### config.mk
export PLATFORM = sky130hd
export DESIGN_NAME = s2p_frame_sched_flat
export DESIGN_NICKNAME = d
export VERILOG_FILES = /design/src/rtl/s2p_pkg.sv /design/src/rtl/s2p_frame_sched_if.sv /design/src/rtl/s2p_frame_sched_rr_arbiter.sv /design/src/rtl/s2p_frame_sched.sv /design/src/flat_wrapper.sv
export SDC_FILE = /design/constraint.sdc
export NUM_CORES = 1
export LEC_CHECK = 0
export ABC_AREA = 1
export BUFFER_PORTS_ARGS = -buffer_cell sky130_fd_sc_hd__buf_2
export CORE_MARGIN = 4
export CORE_UTILIZATION = 35
export DETAILED_ROUTE_END_ITERATION = 6
export PLACE_DENSITY_LB_ADDON = 0.08
export RECOVER_POWER = 100
export SLEW_MARGIN = 40
export SYNTH_ARGS = -nofsm -noshare
export SYNTH_HDL_FRONTEND = slang
export SYNTH_HIERARCHICAL = 1
export SYNTH_SLANG_ARGS = --single-unit
### constraint.sdc
create_clock -name clka -period 2.3 [get_ports clka]
set_input_delay 0.115 -clock clka [delete_from_list [all_inputs] [get_ports clka]]
set_output_delay 0.115 -clock clka [all_outputs]
set_load 0.01 [all_outputs]
### src/rtl/s2p_pkg.sv
// Shared types for the s2p write-side frame scheduler.
// State encoding and default word width.
package s2p_pkg;

    typedef enum logic [1:0] {
        ST_IDLE,
        ST_SHIFT,
        ST_GAP
    } s2p_sched_st_e;

    localparam int S2P_DW = 8;

endpackage

### src/rtl/s2p_frame_sched_if.sv
// Requester bus and serial write port of the s2p frame scheduler.
// master = scheduler side, slave = requesters / s2p side.
interface s2p_frame_sched_if
    import s2p_pkg::*;
#(
    parameter int NREQ = 4,
    parameter int DW   = S2P_DW
);

    logic [NREQ-1:0]         req;
    logic [NREQ*DW-1:0]      wdata;
    logic [NREQ-1:0]         gnt;
    logic                    wra_n;
    logic                    da;
    logic                    busy;
    logic [$clog2(NREQ)-1:0] cur_id;

    modport master (
        input  req,
        input  wdata,
        output gnt,
        output wra_n,
        output da,
        output busy,
        output cur_id
    );

    modport slave (
        output req,
        output wdata,
        input  gnt,
        input  wra_n,
        input  da,
        input  busy,
        input  cur_id
    );

endinterface

### src/rtl/s2p_frame_sched_rr_arbiter.sv
// Combinational round-robin pick: first set request at or after ptr,
// wrapping from NREQ-1 back to 0.
module rr_arbiter
    import s2p_pkg::*;
#(
    parameter int NREQ = 4
) (
    input  logic [NREQ-1:0]         i_req,
    input  logic [$clog2(NREQ)-1:0] i_ptr,
    output logic [NREQ-1:0]         o_gnt,
    output logic [$clog2(NREQ)-1:0] o_idx,
    output logic                    o_vld
);

    localparam int IW = $clog2(NREQ);

    // Scan farthest-first so the candidate closest to ptr wins last.
    always_comb begin
        int w_pos;
        o_idx = '0;
        o_vld = 1'b0;
        o_gnt = '0;
        for (int k = NREQ - 1; k >= 0; k--) begin
            w_pos = int'(i_ptr) + k;
            if (w_pos >= NREQ) begin
                w_pos = w_pos - NREQ;
            end
            if (i_req[w_pos]) begin
                o_idx = IW'(w_pos);
                o_vld = 1'b1;
            end
        end
        if (o_vld) begin
            o_gnt[o_idx] = 1'b1;
        end
    end

endmodule

### src/rtl/s2p_frame_sched.sv
// Round-robin frame scheduler driving the s2p serial write port:
// grant, shift DW bits MSB first with wra_n low, then hold an idle gap.
module s2p_frame_sched
    import s2p_pkg::*;
#(
    parameter int NREQ = 4,
    parameter int DW   = S2P_DW,
    parameter int GAP  = 2
) (
    input logic               clka,
    input logic               rstn,
    s2p_frame_sched_if.master bus
);

    localparam int IW = $clog2(NREQ);
    localparam int BW = (DW > 1) ? $clog2(DW) : 1;
    localparam int GW = (GAP > 1) ? $clog2(GAP) : 1;

    localparam logic [1:0] S_IDLE  = 2'(ST_IDLE);
    localparam logic [1:0] S_SHIFT = 2'(ST_SHIFT);
    localparam logic [1:0] S_GAP   = 2'(ST_GAP);

    logic [1:0]      r_state;
    logic [IW-1:0]   r_ptr;
    logic [BW-1:0]   r_bcnt;
    logic [GW-1:0]   r_gcnt;
    logic [DW-1:0]   r_sreg;
    logic [NREQ-1:0] r_gnt;
    logic            r_wra_n;
    logic            r_da;
    logic            r_busy;
    logic [IW-1:0]   r_cur_id;

    logic [NREQ-1:0] w_gnt;
    logic [IW-1:0]   w_idx;
    logic            w_vld;
    logic [DW-1:0]   w_word;
    logic [IW-1:0]   w_ptr_nxt;

    rr_arbiter #(
        .NREQ (NREQ)
    ) u_arb (
        .i_req (bus.req),
        .i_ptr (r_ptr),
        .o_gnt (w_gnt),
        .o_idx (w_idx),
        .o_vld (w_vld)
    );

    assign w_word    = bus.wdata[int'(w_idx)*DW +: DW];
    assign w_ptr_nxt = (w_idx == IW'(NREQ - 1)) ? '0 : w_idx + 1'b1;

    // MSB goes straight to da; sreg holds the remaining bits left-aligned.
    always_ff @(posedge clka) begin
        if (!rstn) begin
            r_state  <= S_IDLE;
            r_ptr    <= '0;
            r_bcnt   <= '0;
            r_gcnt   <= '0;
            r_sreg   <= '0;
            r_gnt    <= '0;
            r_wra_n  <= 1'b1;
            r_da     <= 1'b0;
            r_busy   <= 1'b0;
            r_cur_id <= '0;
        end else begin
            r_gnt <= '0;
            case (r_state)
                S_IDLE: begin
                    if (w_vld) begin
                        r_sreg   <= {w_word[DW-2:0], 1'b0};
                        r_gnt    <= w_gnt;
                        r_wra_n  <= 1'b0;
                        r_da     <= w_word[DW-1];
                        r_cur_id <= w_idx;
                        r_ptr    <= w_ptr_nxt;
                        r_bcnt   <= '0;
                        r_busy   <= 1'b1;
                        r_state  <= S_SHIFT;
                    end
                end
                S_SHIFT: begin
                    if (r_bcnt == BW'(DW - 1)) begin
                        r_wra_n <= 1'b1;
                        r_da    <= 1'b0;
                        r_gcnt  <= '0;
                        r_state <= S_GAP;
                    end else begin
                        r_da   <= r_sreg[DW-1];
                        r_sreg <= {r_sreg[DW-2:0], 1'b0};
                        r_bcnt <= r_bcnt + 1'b1;
                    end
                end
                S_GAP: begin
                    if (r_gcnt == GW'(GAP - 1)) begin
                        r_busy  <= 1'b0;
                        r_state <= S_IDLE;
                    end else begin
                        r_gcnt <= r_gcnt + 1'b1;
                    end
                end
                default: begin
                    r_wra_n <= 1'b1;
                    r_da    <= 1'b0;
                    r_busy  <= 1'b0;
                    r_state <= S_IDLE;
                end
            endcase
        end
    end

    assign bus.gnt    = r_gnt;
    assign bus.wra_n  = r_wra_n;
    assign bus.da     = r_da;
    assign bus.busy   = r_busy;
    assign bus.cur_id = r_cur_id;

endmodule

### src/flat_wrapper.sv
// flat-port wrapper written by rule: the top's interface ports become plain ports
module s2p_frame_sched_flat import s2p_pkg::*;
#(
    parameter int NREQ = 4,
    parameter int DW   = S2P_DW,
    parameter int GAP  = 2
)
  (clka, rstn, bus_req, bus_wdata, bus_gnt, bus_wra_n, bus_da, bus_busy, bus_cur_id);
  s2p_frame_sched_if #(.NREQ(NREQ), .DW(DW)) bus_i ();
  input logic clka;
  input logic rstn;
  input wire logic [$bits(bus_i.req)-1:0] bus_req;
  input wire logic [$bits(bus_i.wdata)-1:0] bus_wdata;
  output wire logic [$bits(bus_i.gnt)-1:0] bus_gnt;
  output wire logic [$bits(bus_i.wra_n)-1:0] bus_wra_n;
  output wire logic [$bits(bus_i.da)-1:0] bus_da;
  output wire logic [$bits(bus_i.busy)-1:0] bus_busy;
  output wire logic [$bits(bus_i.cur_id)-1:0] bus_cur_id;
  assign bus_i.req = bus_req;
  assign bus_i.wdata = bus_wdata;
  assign bus_gnt = bus_i.gnt;
  assign bus_wra_n = bus_i.wra_n;
  assign bus_da = bus_i.da;
  assign bus_busy = bus_i.busy;
  assign bus_cur_id = bus_i.cur_id;
  s2p_frame_sched #(.NREQ(NREQ), .DW(DW), .GAP(GAP)) u_core (.clka(clka), .rstn(rstn), .bus(bus_i));
endmodule
==> summary.md <==
| Metric | Value |
|---|---|
| Via Count | `1,536` |
| Die X | `73.0 µm` |
| I/O Buffers | `46` |
| Total Power | `0.00248 W` |
| CTS H-tree lvls | `1` |
| Worst Hold Class | `primary input to flop` |
| GRT Util Overall | `14.2%` |
| Total iterations of the first detailed-routing run | `4` |
| Clock-pin slew on the worst setup and hold paths | `0.08 ns` |
| Area growth syn-to-layout | `20.5%` |
| RSZ-0062 raised after global routing | `false` |
| Clk buf depth | `2` |
| Starting Density | `36.5%` |
| Clk pwr share | `11.6%` |
| CTS Hold Bufs | `0` |
| DRT Wirelength | `3.70 mm` |
| Clk root buf | `clkbuf_8` |
| DRC | `0` |
| CP Launch Type | `flop` |
| Synth Flop Type | `dfxtp_1` |
| Comb pwr share | `62.9%` |
| Fin crit period | `2.06 ns` |
| Routed wire per std cell | `11.2 µm` |
| Worst setup path startpoint | `u_core/r_ptr[0]` |
| Worst VDD drop | `0.000537 V` |
| Worst rel slew slack | `58.0%` |
| Final Hold Fails | `0` |
| CTS tree | `done` |
| Initial DRC count | `33` |
| Share of cells above drive strength 1 | `21.6%` |
| Power Density | `1390 nW/µm²` |
| Outcome | `finished clean` |
| Post-cts sizing count | `0` |
| Crit Path Max Fanout | `12` |
| Hold Slack | `0.186 ns` |
| Die ar. | `5330 µm²` |
| Worst Max-Slew Pin Slew | `0.627 ns` |
| Ys async rst share | `0%` |
| Core area | `4060 µm²` |
| Max-Cap Viols | `0` |
| Clk_lat worst skew | `0.26 ns` |
| Fin crit share | `89.7%` |
| Vias in the first global route | `1,411` |
| Mapped Cells | `235` |
| Final nets | `324` |
| Largest net degree at the start of global routing | `18` |
| EDFF count, synth | `0` |
| Post-CTS Setup Bufs | `0` |
| Hold path endpoint | `u_core/r_sreg[4]` |
| Netlist cell types | `26` |
| Row cnt | `23` |
| Slew Viols, Final | `0` |
| Slowest library cell on the worst path | `dfxtp_2` |
| Seq/Total Area, Yosys | `32.5%` |
| Hold path start | `bus_wdata[11]` |
| R2R Path Start | `u_core/r_ptr[0]` |
| Syn Nets | `276` |
| Syn. warnings | `6` |
| Clock Sinks | `24` |
| WHS Path Cells | `5` |
| Hpwl dp | `2.94 mm` |
| Worst reg-to-reg path cell count | `15` |
| Number of synthesized register bits | `24` |
| Clock Skew | `0.00218 ns` |
| LEAKAGE | `0.898 nW` |
| Gr ovfl total | `0` |
| Switching Share | `49.5%` |
| Most used cell along the critical path | `nand2_1` |
| Arr. time, crit path | `2.23 ns` |
| Final GP Congestion | `0.789` |
| Crit path cell chain | `buf_4 -> nand2_1 -> nand2_1 -> nand2_1 -> nand3_1 -> nand2_1 -> nand2_1 -> nand2_4 -> buf_4 -> nor2_1 -> nor2_1 -> o21ai_0 -> o21ai_0 -> o21ai_1 -> nand2_1` |
| Total CTS buffers | `3` |
| Fin util | `43.9%` |
| Antenna viol nets, final | `0` |
| Setup Viol. Count Final | `0` |
| Num ports | `47` |
| Syn avg cell area | `6.30 µm²` |
| Mapped cell area | `1480 µm²` |
| Vias per Instance | `4.63` |
| Fmax | `485 MHz` |
| Setup crit end kind | `flop` |
| Setup TNS | `0 ns` |
| Worst EP required | `2.46 ns` |
| Flop pwr share | `25.5%` |
| First-pass GRT wire length | `6.04 mm` |
| P_sw | `0.00123 W` |
| Int Pwr | `0.00125 W` |
| Die height | `73.0 µm` |
| CP Class | `flop to flop` |
| Initial antenna violation count | `0` |
| Antenna diode count | `0` |
| R2R Setup Slk | `0.24 ns` |
| RR Endpoint | `u_core/r_sreg[7]` |
| Max incr delay on CP | `0.42 ns` |
-- cells by family after synthesis --
| kind of cell | after synthesis | share of synthesized area, % |
|---|---|---|
| adder cells (fa/ha/maj) | 3 | 2.54 |
| buffers and inverters | 35 | 9.81 |
| AND/OR/NAND/NOR | 125 | 36.9 |
| flip-flops | 24 | 32.5 |
| AO/OA/AOI/OAI | 48 | 18.3 |
-- through the flow --
step	setup slack [ns]	area (µm²)	cells
finish	0.237	1780	332
global route	0.0288	1780	332
CTS	0.102	1810	332
floorplan	0.409	1480	235
global placement	0.170	1760	328
detailed placement	0.109	1760	328
-- worst max-delay path by stage --
stage | end | cells past startpoint
finish | u_core/r_sreg[7] | 15
global route | u_core/r_sreg[7] | 15
CTS | u_core/r_sreg[7] | 15
detailed placement | u_core/r_sreg[7] | 15
global placement | u_core/r_sreg[7] | 15
floorplan | u_core/r_sreg[4] | 14
-- worst max-delay path: cells and delay by family (launching register included) --
kind                   cells  cell delay, ns
AO/OA/AOI/OAI              3            0.34
buffers and inverters      2            0.36
flip-flops                 1            0.42
AND/OR/NAND/NOR           10            0.86
-- layer usage --
layer	track usage [%]	routed length [µm]
met5	0	0
met4	2.46	19
met1	16.6	1650
met2	26.3	1850
met3	3.44	186
-- layout make-up --
type                       count  area [µm²]
sequential                    24         482
multi-input combinational    176         831
timing repair buffer          49         241
tap                           50        62.6
clock buffer                   4        55.1
fill                         431        2270
inverter                      29         111
-- flip-flops by register name, summed over array words and instances (netlist names) --
signal / cells
u_core/bus.busy: 1
u_core/bus.cur_id: 2
u_core/bus.da: 1
u_core/bus.gnt: 4
u_core/bus.wra_n: 1
u_core/r_bcnt: 3
u_core/r_gcnt: 1
u_core/r_ptr: 2
u_core/r_sreg: 7
u_core/r_state: 2
-- synth_stat cells (3+ instances only) --
library cell  count  share of area, %
a21oi_1           6               2.0
dfxtp_1          24                32
ha_1              3               2.5
inv_1            22               5.6
inv_2             7               1.8
nand2_1          61                15
nand2_2           4               1.7
nand3_1          18               6.1
nor2_1           35               8.9
o21ai_0          26               8.8
o21ai_1           9               3.0
-- cells in the final DEF (no fill, tap or decap), drive strengths merged --
cell type  count
nand3         18
a21boi         1
a21oi          6
buf           40
o21ai         37
nor3           1
a31o           1
clkbuf        13
nor2          39
a211oi         1
nand2         67
inv           29
o211ai         1
o31ai          1
ha             3
dfxtp         24
-- power by group through the flow --
stage / clock (W) / combinational [W] / sequential (W)
4_1_cts: 0.000301 / 0.00161 / 0.000629
3_5_place_dp: 0 / 0.00160 / 0.000638
5_1_grt: 0.000313 / 0.00182 / 0.000649
6_report: 0.000287 / 0.00156 / 0.000633
2_1_floorplan: 0 / 0.00122 / 0.000643
3_3_place_gp: 0 / 0.00160 / 0.000640
Note: power is estimated with default switching activity, not from simulation.
